### config.mk
export PLATFORM = sky130hd
export DESIGN_NAME = wr_port_sched
export DESIGN_NICKNAME = d
export VERILOG_FILES = /design/src/rtl/wr_port_sched_pkg.sv /design/src/rtl/rr_pick3.sv /design/src/rtl/wr_port_sched.sv
export SDC_FILE = /design/constraint.sdc
export NUM_CORES = 1
export LEC_CHECK = 0
export CAP_MARGIN = 10
export CELL_PAD_IN_SITES_DETAIL_PLACEMENT = 1
export CELL_PAD_IN_SITES_GLOBAL_PLACEMENT = 1
export CORE_AREA = 2 2 285 287
export CTS_CLUSTER_DIAMETER = 30
export DETAILED_ROUTE_END_ITERATION = 10
export DIE_AREA = 0 0 287 289
export PLACE_DENSITY = 0.53
export SLEW_MARGIN = 20
export SYNTH_ARGS = -nofsm -noshare
export SYNTH_HDL_FRONTEND = slang
export SYNTH_HIERARCHICAL = 1
export SYNTH_SLANG_ARGS = --single-unit
### constraint.sdc
create_clock -name clk -period 3.23 [get_ports clk]
set_input_delay 0.4845 -clock clk [delete_from_list [all_inputs] [get_ports clk]]
set_output_delay 0.4845 -clock clk [all_outputs]
set_load 0.1 [all_outputs]
### src/rtl/wr_port_sched_pkg.sv
// Shared definitions for the write-port scheduler and its round-robin picker.
// Holds the FSM encoding, bus widths and the mod-3 pointer wrap helper.
package wr_port_sched_pkg;

  localparam int unsigned NREQ   = 3;
  localparam int unsigned ADDR_W = 32;
  localparam int unsigned LINE_W = 128;
  localparam int unsigned MASK_W = 16;

  typedef enum logic [1:0] {
    ST_IDLE  = 2'd0,
    ST_START = 2'd1,
    ST_WAIT  = 2'd2,
    ST_DONE  = 2'd3
  } sched_state_e;

  // Reduce a small sum (0..5) modulo 3; a pointer value of 3 behaves like 0.
  function automatic logic [1:0] wrap3(input logic [2:0] v);
    return 2'((v >= 3'd3) ? (v - 3'd3) : v);
  endfunction

endpackage

### src/rtl/rr_pick3.sv
// Combinational 3-way round-robin picker: first active request at or after ptr wins.
// Shared by the read- and write-side schedulers.
module rr_pick3
  import wr_port_sched_pkg::*;
(
  input  logic [2:0] req,
  input  logic [1:0] ptr,
  output logic [2:0] onehot,
  output logic [1:0] idx
);

  logic       found;
  logic [1:0] cand;

  always_comb begin
    onehot = '0;
    idx    = '0;
    found  = 1'b0;
    cand   = '0;
    for (int unsigned off = 0; off < 3; off++) begin
      cand = wrap3({1'b0, ptr} + 3'(off));
      if (!found && req[cand]) begin
        found        = 1'b1;
        onehot[cand] = 1'b1;
        idx          = cand;
      end
    end
  end

endmodule

### src/rtl/wr_port_sched.sv
// Round-robin write scheduler: shares one line-write manager between three requesters,
// latches the winner's line, issues one start pulse and holds the grant until the response.
module wr_port_sched
  import wr_port_sched_pkg::*;
#(
  parameter int unsigned TMO_W = 12
) (
  input  logic              clk,
  input  logic              rst_n,
  input  logic              req0,
  input  logic              req1,
  input  logic              req2,
  input  logic [ADDR_W-1:0] addr0,
  input  logic [ADDR_W-1:0] addr1,
  input  logic [ADDR_W-1:0] addr2,
  input  logic [LINE_W-1:0] wdata0,
  input  logic [LINE_W-1:0] wdata1,
  input  logic [LINE_W-1:0] wdata2,
  input  logic [MASK_W-1:0] mask0,
  input  logic [MASK_W-1:0] mask1,
  input  logic [MASK_W-1:0] mask2,
  output logic              gnt0,
  output logic              gnt1,
  output logic              gnt2,
  output logic              done0,
  output logic              done1,
  output logic              done2,
  output logic              err0,
  output logic              err1,
  output logic              err2,
  output logic              wstart_rq,
  output logic [ADDR_W-1:0] win_addr,
  output logic [LINE_W-1:0] in_wdata,
  output logic [MASK_W-1:0] in_mask,
  input  logic              finish_wresp,
  output logic              tmo_sticky
);

  sched_state_e      state_q, state_d;

  logic [NREQ-1:0]   req_vec;
  logic [NREQ-1:0]   pick_onehot;
  logic [1:0]        pick_idx;

  logic [1:0]        rr_ptr_q, rr_ptr_d;
  logic [1:0]        win_q, win_d;
  logic [NREQ-1:0]   gnt_q, gnt_d;
  logic              err_flag_q, err_flag_d;
  logic              tmo_sticky_q, tmo_sticky_d;
  logic [TMO_W-1:0]  wdog_q, wdog_d, wdog_inc;
  logic              timeout;

  logic [ADDR_W-1:0] addr_q, addr_d, addr_sel;
  logic [LINE_W-1:0] wdata_q, wdata_d, wdata_sel;
  logic [MASK_W-1:0] mask_q, mask_d, mask_sel;

  logic [NREQ-1:0]   done_vec, err_vec;

  assign req_vec = {req2, req1, req0};

  rr_pick3 u_pick (
    .req    (req_vec),
    .ptr    (rr_ptr_q),
    .onehot (pick_onehot),
    .idx    (pick_idx)
  );

  assign wdog_inc = wdog_q + TMO_W'(1);
  // Fires on the WAIT cycle whose increment would land on all-ones.
  assign timeout  = &wdog_inc;

  always_comb begin
    case (pick_idx)
      2'd1: begin
        addr_sel  = addr1;
        wdata_sel = wdata1;
        mask_sel  = mask1;
      end
      2'd2: begin
        addr_sel  = addr2;
        wdata_sel = wdata2;
        mask_sel  = mask2;
      end
      default: begin
        addr_sel  = addr0;
        wdata_sel = wdata0;
        mask_sel  = mask0;
      end
    endcase
  end

  // State register.
  always_ff @(posedge clk) begin
    if (!rst_n) begin
      state_q <= ST_IDLE;
    end else begin
      state_q <= state_d;
    end
  end

  // Next-state logic. finish_wresp only matters in WAIT.
  always_comb begin
    state_d = state_q;
    unique case (state_q)
      ST_IDLE:  if (|req_vec) state_d = ST_START;
      ST_START: state_d = ST_WAIT;
      ST_WAIT:  if (finish_wresp || timeout) state_d = ST_DONE;
      ST_DONE:  state_d = ST_IDLE;
      default:  state_d = ST_IDLE;
    endcase
  end

  // Datapath next-state: winner latch, watchdog, round-robin pointer.
  always_comb begin
    rr_ptr_d     = rr_ptr_q;
    win_d        = win_q;
    gnt_d        = gnt_q;
    err_flag_d   = err_flag_q;
    tmo_sticky_d = tmo_sticky_q;
    wdog_d       = wdog_q;
    addr_d       = addr_q;
    wdata_d      = wdata_q;
    mask_d       = mask_q;
    unique case (state_q)
      ST_IDLE: begin
        if (|req_vec) begin
          gnt_d      = pick_onehot;
          win_d      = pick_idx;
          addr_d     = addr_sel & ~ADDR_W'(15);
          wdata_d    = wdata_sel;
          mask_d     = mask_sel;
          err_flag_d = 1'b0;
        end
      end
      ST_START: wdog_d = '0;
      ST_WAIT: begin
        wdog_d = wdog_inc;
        if (!finish_wresp && timeout) begin
          err_flag_d   = 1'b1;
          tmo_sticky_d = 1'b1;
        end
      end
      ST_DONE: begin
        gnt_d    = '0;
        rr_ptr_d = wrap3({1'b0, win_q} + 3'd1);
      end
      default: ;
    endcase
  end

  always_ff @(posedge clk) begin
    if (!rst_n) begin
      rr_ptr_q     <= '0;
      win_q        <= '0;
      gnt_q        <= '0;
      err_flag_q   <= 1'b0;
      tmo_sticky_q <= 1'b0;
      wdog_q       <= '0;
      addr_q       <= '0;
      wdata_q      <= '0;
      mask_q       <= '0;
    end else begin
      rr_ptr_q     <= rr_ptr_d;
      win_q        <= win_d;
      gnt_q        <= gnt_d;
      err_flag_q   <= err_flag_d;
      tmo_sticky_q <= tmo_sticky_d;
      wdog_q       <= wdog_d;
      addr_q       <= addr_d;
      wdata_q      <= wdata_d;
      mask_q       <= mask_d;
    end
  end

  // Outputs decoded from registered state; the grant is still held during DONE.
  always_comb begin
    wstart_rq = (state_q == ST_START);
    done_vec  = (state_q == ST_DONE) ? gnt_q : '0;
    err_vec   = done_vec & {NREQ{err_flag_q}};
  end

  assign {gnt2, gnt1, gnt0}    = gnt_q;
  assign {done2, done1, done0} = done_vec;
  assign {err2, err1, err0}    = err_vec;
  assign win_addr              = addr_q;
  assign in_wdata              = wdata_q;
  assign in_mask               = mask_q;
  assign tmo_sticky            = tmo_sticky_q;

endmodule

==> impl_metrics.env <==
export IMPL_clock_path_buffers=2
export IMPL_peakVddDrop_v=0.0004562
export IMPL_cpLargestDelayFamily="compound AO/OA/AOI/OAI gates"
export IMPL_cap_violations=0
export IMPL_antenna_found_initial=3
export IMPL_cp_required_ns=3.61
export IMPL_start_util_pct=13.94
export IMPL_cts_buffers=17
export IMPL_synth_seq_cells=195
export IMPL_htreeDepth=4
export IMPL_fmax_mhz=320.5
export IMPL_multi_input_area_mm2=0.006656
export IMPL_hold_class="reg -> reg"
export IMPL_power_density_mw_per_mm2=908.4
export IMPL_die_area_mm2=0.08294
export IMPL_cts_hold_buf=0
export IMPL_syn_area_per_cell_um2=7.157
export IMPL_cts_clk_slew_worst_paths_ns=0.08
export IMPL_synth_top_cell_area_share_pct=35.05
export IMPL_status="completed"
export IMPL_arrival_ns=3.50
export IMPL_synth_edf_count=0
export IMPL_grt_ovfl_total=0
export IMPL_finalCritPeriodShare_pct=96.61
export IMPL_fin_ws_ns=0.1094
export IMPL_placed_cells=3263
export IMPL_drt_pass1_iter_count=5
export IMPL_ys_seq_area_share_pct=35.05
export IMPL_gp_congestion=0.8620
export IMPL_fin_tns_setup_ns=0
export IMPL_drt_initial_drc_count=481
export IMPL_drc_errors=0
export IMPL_fin_skew_ns=0.01039
export IMPL_slew_violations=0
export IMPL_clkLatencyLatePin_ns=0.49
export IMPL_place_port_buffers=704
export IMPL_endpoint_kind="flop"
export IMPL_drive_above_1_share_pct=13.14
export IMPL_ys_top_cells_by_area="dfxtp_1 35%, a22oi_1 12%, and2_1 10%"
export IMPL_async_flop_share_pct=0
export IMPL_via_count=13660
export IMPL_slew_limit_headroom_pct=29.15
export IMPL_yosysTopAreaCell="dfxtp_1"
export IMPL_ys_flop_type="dfxtp_1"
export IMPL_max_slew_worst_pin_slew_ns=1.059
export IMPL_cp_cell_sequence="inv_1 > ha_4 > mux2i_2 > o22ai_1 > a311oi_1 > a21oi_1 > buf_4 > ha_4 > buf_12 > a22oi_1 > nor2_1 > a21oi_1 > o21ai_0 > and2_1"
export IMPL_groute_usage_overall_pct=13.43
export IMPL_pre_cts_ws_ns=-0.2052
export IMPL_hold_viol=0
export IMPL_num_rows=104
export IMPL_grt_first_pass_wirelength_um=85100
export IMPL_synth_cells=1556
export IMPL_worst_path_max_delay_cell="dfxtp_2"
export IMPL_dieWidth_um=287
export IMPL_vias_per_cell=4.140
export IMPL_ios=721
export IMPL_cp_start_kind="flop"
export IMPL_crit_buf_inv=3
export IMPL_placeableCoreArea_mm2=0.07990
export IMPL_finalPower_mw=18.35
export IMPL_areaGrowthSynthToFinish_pct=81.41
export IMPL_wl_per_cell_um=18.06
export IMPL_finalSetupViolCount=0
export IMPL_ys_types=52
export IMPL_hpwl_um=47100
export IMPL_ys_warn_count=6
export IMPL_nets=2774
export IMPL_fillers=9596
export IMPL_cts_tree="yes"
export IMPL_die_h_um=289
export IMPL_seqCellArea_mm2=0.003906
export IMPL_ant_nets=0
export IMPL_clock_sinks=195
export IMPL_layout_min_cycle_time_ns=3.121
export IMPL_critical_path_max_stage_delay_ns=0.35
export IMPL_power_leakage_nw=7.604
export IMPL_syn_area_mm2=0.01114
export IMPL_path_class="reg -> reg"
export IMPL_routed_wl_um=59580
export IMPL_grt_pass1_vias=14210
export IMPL_cp_max_fo=71
export IMPL_grt_max_degree=87
export IMPL_final_cells=3299
export IMPL_root_buffer="clkbuf_16"
==> worst register-to-register path: stages (launching register included) <==
cell and delay [ns]:
dfxtp_2 0.35, inv_1 0.11, ha_4 0.18, mux2i_2 0.27, o22ai_1 0.16, a311oi_1 0.27, a21oi_1 0.09, buf_4 0.16
ha_4 0.17, buf_12 0.16, a22oi_1 0.50, nor2_1 0.08, a21oi_1 0.23, o21ai_0 0.11, and2_1 0.18
==> cells in the final DEF, fill, tap and decap left out, types with 4 or more instances in the layout <==
cell,count
a22oi_1,174
nand2b_1,4
buf_12,18
inv_1,18
and3_1,4
nand4_1,4
a21oi_1,179
clkbuf_16,19
and2_1,183
ha_1,11
dfxtp_1,193
clkdlybuf4s50_1,553
ha_4,4
mux2i_1,6
conb_1,4
nand2_1,188
nor2_1,178
buf_4,219
o21ai_0,181
nor2b_1,14
a31oi_1,4
o22ai_1,6
inv_8,4
a21boi_0,8
==> cell type report <==
class                      count  share of cell area (%)
antenna                        2                 0.02477
inverter                      18                  0.3344
clock inverter                14                  0.8485
sequential                   195                   19.33
tap                         1060                   6.565
clock buffer                  17                   2.106
multi-input combinational   1199                   32.95
timing repair buffer         794                   37.84
==> cells by family (layout without fill, tap and decap cells) <==
logic type,count (synthesis),in the layout,share of synthesized area [%]
buffers and inverters,165,843,6.078
xor gates and xnor gates,2,2,0.1573
other,1,6,0.03367
muxes,10,10,0.9213
DFF,195,195,35.05
and+or+nand+nor,598,598,25.69
AOI/OAI and AO/OA,570,570,30.38
adders and majority gates,15,15,1.685
==> per-layer routing <==
layer / share of wire [%] / vias up / routed length [um] / track usage (%)
met5: 0 / - / 0 / 0
met4: 1.8 / 0 / 1098 / 3.789
met3: 5.7 / 57 / 3391 / 3.386
met2: 52 / 375 / 31050 / 24.88
met1: 40 / 6501 / 24030 / 15.13
li1: - / 6724 / - / -
==> flip-flops by register name, indices dropped and copies added (netlist names) <==
register,cells
rr_ptr_q,2
wdog_q,12
win_addr,28
state_q,2
win_q,2
gnt_q,3
tmo_sticky,1
err_flag_q,1
in_mask,16
in_wdata,128
==> path summary, 6_finish.rpt <==
check	from	end	slack (ns)	cells after the start
hold / removal	state_q[1]	state_q[1]	0.51	2
setup reg to reg	rr_ptr_q[1]	in_wdata[3]	0.11	14
setup / recovery	rr_ptr_q[1]	in_wdata[3]	0.11	14
hold reg to reg	state_q[1]	state_q[1]	0.51	2
==> through the flow <==
| stage | util (%) | cell area (um2) | hold WS (ns) |
|---|---|---|---|
| 4_1_cts | 25.10 | 20060 | 0.5148 |
| 2_1_floorplan | - | 11150 | 0.4677 |
| 3_5_place_dp | 24.35 | 19460 | 0.4964 |
| 5_1_grt | 25.29 | 20200 | 0.5421 |
| 3_3_place_gp | 24.35 | 19460 | 0.4787 |
| 6_report | 25.29 | 20200 | 0.5105 |
==> cell usage after synthesis (4+ instances only) <==
cell and n:
nor2b_1 14, nand4_1 4, mux2i_1 8, nor2_1 178
nand2_1 188, o21ai_0 181, a21oi_1 181, a31oi_1 4
and3_1 4, a21boi_0 8, o22ai_1 6, clkbuf_1 112
inv_1 18, dfxtp_1 195, a22oi_1 176, ha_1 15
nand2b_1 4, and2_1 183, buf_2 22, buf_1 7
buf_4 4
==> what timing repair did <==
| action | 4_1_cts | 5_1_grt |
|---|---|---|
| setup buffers | 0 | 1 |
| resized for setup | 0 | 15 |
| endpoints found under the hold margin | 0 | 0 |
| setup endpoints to repair | 0 | 132 |
==> where the power goes <==
| part | total, mW | internal [mW] | switching [mW] |
|---|---|---|---|
| Sequential | 3.51 | 3.11 | 0.402 |
| Clock | 2.29 | 1.16 | 1.12 |
| Combinational | 12.5 | 3.64 | 8.91 |
Note: power is estimated with default switching activity, not from simulation.
